### src/rtl/serial_sub_pkg.sv
// Shared types and constants for the bit-serial subtractor.
package serial_sub_pkg;

  localparam int SERIAL_SUB_WIDTH_DEF = 4;

  typedef enum logic [1:0] {
    IDLE = 2'd0,
    RUN  = 2'd1,
    DONE = 2'd2
  } state_t;

  // Bit-index counter width; at least one bit so the counter always exists.
  function automatic int cnt_width(input int width);
    return (width <= 2) ? 1 : $clog2(width);
  endfunction

endpackage

### src/rtl/serial_subtractor_full_subtractor.sv
// Single-bit full subtractor cell: d = a - b - bin with borrow out.
module full_subtractor (
  input  logic a,
  input  logic b,
  input  logic bin,
  output logic d,
  output logic bout
);

  assign d    = a ^ b ^ bin;
  assign bout = (~a & b) | (~(a ^ b) & bin);

endmodule

### src/rtl/serial_subtractor.sv
// Bit-serial subtractor, diff = A - B - bin, one bit per clock, LSB first.
// Optional signed-overflow output enabled by defining SERIAL_SUB_OVF_EN.
module serial_subtractor
  import serial_sub_pkg::*;
#(
  parameter int WIDTH = SERIAL_SUB_WIDTH_DEF
) (
  input  logic             clk,
  input  logic             rst_n,
  input  logic             in_valid,
  output logic             in_ready,
  input  logic [WIDTH-1:0] A,
  input  logic [WIDTH-1:0] B,
  input  logic             bin,
  output logic             out_valid,
  input  logic             out_ready,
  output logic [WIDTH-1:0] diff,
  output logic             bout
`ifdef SERIAL_SUB_OVF_EN
  ,
  output logic             ovf
`endif
);

  localparam int            CW   = cnt_width(WIDTH);
  localparam logic [CW-1:0] LAST = CW'(WIDTH - 1);

  state_t           state_reg, state_next;
  logic [WIDTH-1:0] a_reg, b_reg, diff_reg;
  logic [CW-1:0]    cnt_reg;
  logic             borrow_reg, bout_reg;
  logic             fs_a, fs_b, fs_d, fs_bout;
  logic             accept, last_bit;

  assign in_ready  = (state_reg == IDLE);
  assign out_valid = (state_reg == DONE);
  assign accept    = in_valid && in_ready;
  assign last_bit  = (state_reg == RUN) && (cnt_reg == LAST);
  assign diff      = diff_reg;
  assign bout      = bout_reg;

  // One shared cell, steered to the current bit of the latched operands.
  assign fs_a = a_reg[cnt_reg];
  assign fs_b = b_reg[cnt_reg];

  full_subtractor u_fs (
    .a    (fs_a),
    .b    (fs_b),
    .bin  (borrow_reg),
    .d    (fs_d),
    .bout (fs_bout)
  );

  always_comb begin
    state_next = state_reg;
    unique case (state_reg)
      IDLE:    if (in_valid) state_next = RUN;
      RUN:     if (cnt_reg == LAST) state_next = DONE;
      DONE:    if (out_ready) state_next = IDLE;
      default: state_next = IDLE;
    endcase
  end

  always_ff @(posedge clk or negedge rst_n) begin
    if (!rst_n) begin
      state_reg  <= IDLE;
      a_reg      <= '0;
      b_reg      <= '0;
      diff_reg   <= '0;
      cnt_reg    <= '0;
      borrow_reg <= 1'b0;
      bout_reg   <= 1'b0;
    end else begin
      state_reg <= state_next;
      if (accept) begin
        a_reg      <= A;
        b_reg      <= B;
        borrow_reg <= bin;
        cnt_reg    <= '0;
        diff_reg   <= '0;
        bout_reg   <= 1'b0;
      end else if (state_reg == RUN) begin
        diff_reg[cnt_reg] <= fs_d;
        borrow_reg        <= fs_bout;
        // Hold the counter at the last index rather than wrapping.
        if (!last_bit) cnt_reg <= cnt_reg + 1'b1;
        if (last_bit) bout_reg <= fs_bout;
      end
    end
  end

`ifdef SERIAL_SUB_OVF_EN
  logic ovf_reg;

  assign ovf = ovf_reg;

  // Operand signs differ and the new result MSB disagrees with A's sign.
  always_ff @(posedge clk or negedge rst_n) begin
    if (!rst_n) begin
      ovf_reg <= 1'b0;
    end else if (accept) begin
      ovf_reg <= 1'b0;
    end else if (last_bit) begin
      ovf_reg <= (a_reg[WIDTH-1] != b_reg[WIDTH-1]) && (fs_d != a_reg[WIDTH-1]);
    end
  end
`endif

endmodule

### config.mk
export PLATFORM = sky130hd
export DESIGN_NAME = serial_subtractor
export DESIGN_NICKNAME = d
export VERILOG_FILES = /design/src/rtl/serial_sub_pkg.sv /design/src/rtl/serial_subtractor_full_subtractor.sv /design/src/rtl/serial_subtractor.sv
export SDC_FILE = /design/constraint.sdc
export NUM_CORES = 1
export LEC_CHECK = 0
export ABC_AREA = 0
export CAP_MARGIN = 25
export CORE_UTILIZATION = 54
export DETAILED_ROUTE_END_ITERATION = 10
export DONT_BUFFER_PORTS = 1
export HOLD_SLACK_MARGIN = 0.15
export PLACE_DENSITY = 0.81
export SYNTH_ARGS = -nofsm -noshare
export SYNTH_HDL_FRONTEND = slang
export SYNTH_SLANG_ARGS = --single-unit
### constraint.sdc
create_clock -name clk -period 2.3 [get_ports clk]
set_clock_uncertainty 0.2 [all_clocks]
set_input_delay 0.46 -clock clk [delete_from_list [all_inputs] [get_ports clk]]
set_output_delay 0.46 -clock clk [all_outputs]
set_load 0.01 [all_outputs]
# Word-level counts from Yosys, hierarchy flattened
# Cells that the tools add are included.
# totals
regBits	18
inputBits	13
output_inout_bits	7
word_cells	54
# classes
n_addsub	1
n_lt_le_gt_ge	2
n_eq_ne	7
muxes	21
bitwise	7
n_reduce_logical	9
# op_table
cell	count
2-to-1 mux 2 bit	6
2-to-1 mux 1 bit	8
2-to-1 mux 4 bit	2
!= test 2 bit (second input constant)	3
one-hot mux 2 bit (3 select lines)	1
binary-select mux 1 bit (select 2 bit)	2
bitwise mux 4 bit	1
equality test 2 bit (second input constant)	2
AND reduction 2 bit	2
nonzero test 2 bit	2
logical AND 1 bit	3
< comparator 2 x 3 -> 1 bit (second input constant)	1
AND reduction 3 bit	1
adder 2 x 1 -> 2 bit (second input constant)	1
AND 1 bit	2
demux 1 bit (select 2 bit)	1
equality test 2 x 1 -> 1 bit (second input constant)	1
>= comparator 2 x 1 -> 1 bit (second input constant)	1
logical NOT 2 bit	1
!= test 2 x 1 -> 1 bit (second input constant)	1
NOT 1 bit	2
XOR 1 bit	2
OR 1 bit	1

# Longest topological paths before layout
# logic_depth
word_depth	9
depth_mapped	5
ltp_nobuf	5

# Cells and area by module
# A second synthesis with hierarchy kept.
# hier_totals
hier_cells	75
area_unflattened_um2	963.4
# modules_own_cells
module	n_inst	cells_per_inst	area_each_um2	seq_area_each_um2
serial_subtractor	1	71	932.1	450.4
full_subtractor	1	4	31.3	0.0

# Least setup slack after synthesis
# No wires, ideal clock.
# synth_timing
path_kind	register to register
start	register cnt_reg[0]
end	register diff_reg[3], in the netlist diff[3]
setup_time_ps	126
t_arrival_ps	1938
t_required_ps	1974
path_slack_ps	36
stages_incl_launch_ff	5
n_path_buf	0
synth_period_minus_slack_ps	2264
path_cell_list	dfrtp_1 mux4_2 fa_1 and2b_1 a221o_1
# synth_via
elab_chain_len	7
elab_cells_between_ends	14
classes_between	order compare (2); mux (9); bitwise (2); reduce/logical (1)
# synth_rtl
element	line_no	rtl
from (decl)	serial_subtractor.sv:30	logic [CW-1:0] cnt_reg;
from (signal assigned)	serial_subtractor.sv:86	if (!last_bit) cnt_reg <= cnt_reg + 1'b1;
< comparator 2 x 3 -> 1 bit (not written as such), or another cell as far along	serial_subtractor.sv:83	diff_reg[cnt_reg] <= fs_d;
logical AND 1 bit (not written as such), or another cell as far along	serial_subtractor.sv:83	
2-to-1 mux 1 bit (not written as such) or XOR 1 bit (tied branches)	serial_subtractor.sv:83, serial_subtractor_full_subtractor.sv:10	
demux 1 bit (select 2 bit) or XOR 1 bit (tied branches)	serial_subtractor.sv:83, serial_subtractor_full_subtractor.sv:10	
bitwise mux 4 bit *	serial_subtractor.sv:83	
2-to-1 mux 4 bit *	serial_subtractor.sv:82	end else if (state_reg == RUN) begin
2-to-1 mux 4 bit *	serial_subtractor.sv:75	if (accept) begin
to (signal, indexed assignment)	serial_subtractor.sv:83	
to (decl)	serial_subtractor.sv:29	logic [WIDTH-1:0] a_reg, b_reg, diff_reg;
# Mark *: on every way between the ends. The rest lies on a longest branch, timed or not. The select of a mux whose other input is x is not followed.
# A chain may end at the register's enable or synchronous reset.

# Final worst setup path
# layout_timing
start	register cnt_reg[0]
end	register diff_reg[0], in the netlist diff[0]
# The elaborated chain is that of the path after synthesis.

==> flow_summary.toml <==
[power]
total_power_mw = 1.550
p_leak_nw = 0.5286
worst_ir_drop_vdd_v = 0.0007234
power_density_nw_per_um2 = 1388

[outcome]
status = "complete, but fails checks"
violations = "design-rule violations"

[clock_network]
post_cts_buffers = 0
htreeDepth = 1
cts_buffer_depth = 2
tritoncts = "yes"
clk_latency_ns = 0.29
cts.sinks = 18
path_clk_slew_ns = 0.10
cts_buffers = 3
clockRootBuffer = "clkbuf_4"

[cells_and_area]
antennaDiodeCount = 0
area_delta_synth_final_pct = 16.28
fin_nets = 106
multiInputGateArea_um2 = 473.0
fin_area_um2 = 1117
regArea_um2 = 451.7
fill_cells = 109
final_layout_size_suffix_gt1_share_pct = 22.99

[detailed_routing]
drc_errors = 2
first_iter_violations = 8
drtAntennaViolNets = 0
via_per_inst = 6.107
num_vias = 629
first_pass_iters = 7
wire_per_inst_um = 17.40
wirelength_um = 1792

[global_route]
grt_pass1_vias = 602
grt_use_total_pct = 20.88
grt-ovfl-total = 0
grt_pass1_wl_um = 2835
grt_max_degree = 21
antenna_found_initial = 0

[die]
dieArea_um2 = 1952
ios = 20
initial_core_util_pct = 60.95
die_x_um = 44.19
core_um2 = 1577
num_rows = 14
die_y_um = 44.19

[synth]
ys_ff_latch = 18
synth.avg_cell_area_um2 = 12.99
ys_warn_count = 0
yosysSeqAreaShare_pct = 46.88
synth_area_um2 = 960.9
ys_types = 25
synth_cells = 74
synth_nets = 92

[worst_setup_path]
crit_buf_inv = 1
cp-end-kind = "flop"
criticalPathCategory = "flop to flop"
cp-start-kind = "flop"
crit_path_max_fanout = 4
required_ns = 2.28
slowest_delay_ns = 0.53
cp.arrival_ns = 2.23
cp_slowest_cell = "mux4_2"
cp_cell_sequence = "mux4_2 -> inv_2 -> fa_1 -> and2b_2 -> a221o_1"
cp_top_family = "multiplexers"

[sta]
drv_slew = 0
fin_hold_ws_ns = 0.2894
fin_crit_ns = 2.245
setup_tns_ns = 0
fmax_ghz = 0.4454
worstMarginPinSlew_ns = 0.7763
slew_headroom_pct = 48.07
finalCritPeriodShare_pct = 97.62
finalSetupViolations = 0
rsz0062_at_grt = "yes"
setup_ws_ns = 0.05463
hold_violations = 0

[run]
cap_violations = 0

[placement]
place_area_um2 = 968.4
place_ws_ns = 0.01725
gp_congestion = 0.7463
dp_hpwl_um = 1246
io_buffers = 0

[hold_path]
hold_class = "input pin to flop"
where the power goes:
group | internal [mW] | leakage (nW) | switching, mW
Combinational | 0.402 | 0.288 | 0.311
Sequential | 0.466 | 0.220 | 0.180
Clock | 0.0964 | 0.0210 | 0.0952
Total | 0.964 | 0.529 | 0.586
routing by layer:
metal	GRT usage, %	vias up	wire, µm
met3	5.306	5	81
met4	7.273	0	21
met2	33.53	16	868
met5	0	-	0
met1	27.64	310	819
li1	-	298	-
stage by stage:
step                      util [%]  std cells
after floorplan                  -         74
after global placement       61.43         88
after detailed placement     61.43         88
after CTS                    70.71        103
after global routing         70.87        103
final                        70.87        103
cell usage after synthesis:
| cell | instances | area [µm²] |
|---|---|---|
| a21oi_1 | 1 | 5.000 |
| ha_1 | 4 | 50.05 |
| a221oi_1 | 1 | 8.760 |
| dfrtp_1 | 18 | 450.4 |
| and3b_1 | 5 | 43.79 |
| buf_6 | 1 | 11.26 |
| nor2_1 | 3 | 11.26 |
| mux2_2 | 8 | 90.09 |
| fa_1 | 1 | 20.02 |
| inv_1 | 5 | 18.77 |
| o21bai_2 | 1 | 11.26 |
| and3_1 | 2 | 12.51 |
| nand2b_1 | 2 | 12.51 |
| nor4bb_1 | 1 | 10.01 |
| buf_2 | 1 | 5.000 |
| nor2b_1 | 1 | 6.260 |
| clkbuf_1 | 1 | 3.750 |
| a211o_1 | 1 | 8.760 |
| and2_1 | 4 | 25.02 |
| a22o_1 | 1 | 8.760 |
| mux4_2 | 2 | 45.04 |
| a221o_1 | 6 | 60.06 |
| nor4b_1 | 1 | 8.760 |
| nor3b_4 | 1 | 18.77 |
| and2b_1 | 2 | 15.01 |
timing repair:
item | 4_1_cts | 5_1_grt
hold endpoints to repair | 28 | 0
gates resized for setup | 0 | 3
hold buffers | 11 | 0
setup endpoints to repair | 0 | 4
final timing paths:
kind / from / to / slack, ns / depth (start not counted)
setup / recovery: cnt_reg[0]$_DFFE_PN0P_ / diff[0]$_DFFE_PN0P_ / 0.05 / 5
hold / removal: bin / borrow_reg$_DFFE_PN0P_ / 0.29 / 2
setup reg to reg: cnt_reg[0]$_DFFE_PN0P_ / diff[0]$_DFFE_PN0P_ / 0.05 / 5
hold reg to reg: b_reg[2]$_DFFE_PN0P_ / b_reg[2]$_DFFE_PN0P_ / 0.31 / 1
max in group asynchronous: rst_n / cnt_reg[0]$_DFFE_PN0P_ / 0.88 / 1
min in group asynchronous: rst_n / bout$_DFFE_PN0P_ / 0.48 / 1
cells by family after synthesis:
family	synth area share, %
AO/OA/AOI/OAI	10.68
flip-flops	46.87
AND/OR/NAND/NOR	17.06
adder cells (fa/ha/maj)	7.292
multiplexers	14.06
buffers and inverters	4.036
cell type report:
type / instances / area share, %
Tap cell: 16 / 1.792
Timing Repair Buffer: 12 / 10.53
Clock buffer: 4 / 3.247
Sequential cell: 18 / 40.43
Inverter: 5 / 1.680
Multi-Input combinational cell: 48 / 42.33
placed cells by master (no fill, tap or decap), types with 2 or more instances in the layout:
master / synthesis / final
a221o_1: 6 / 6
and2_1: 4 / 4
and3_1: 2 / 2
and3b_1: 5 / 5
clkbuf_4: 0 / 3
dfrtp_1: 18 / 17
dlygate4sd3_1: 0 / 11
ha_1: 4 / 4
inv_1: 5 / 4
mux2_2: 8 / 8
mux4_2: 2 / 2
nand2b_1: 2 / 2
nor2_1: 3 / 3
Power figures use the tool's default switching activity.
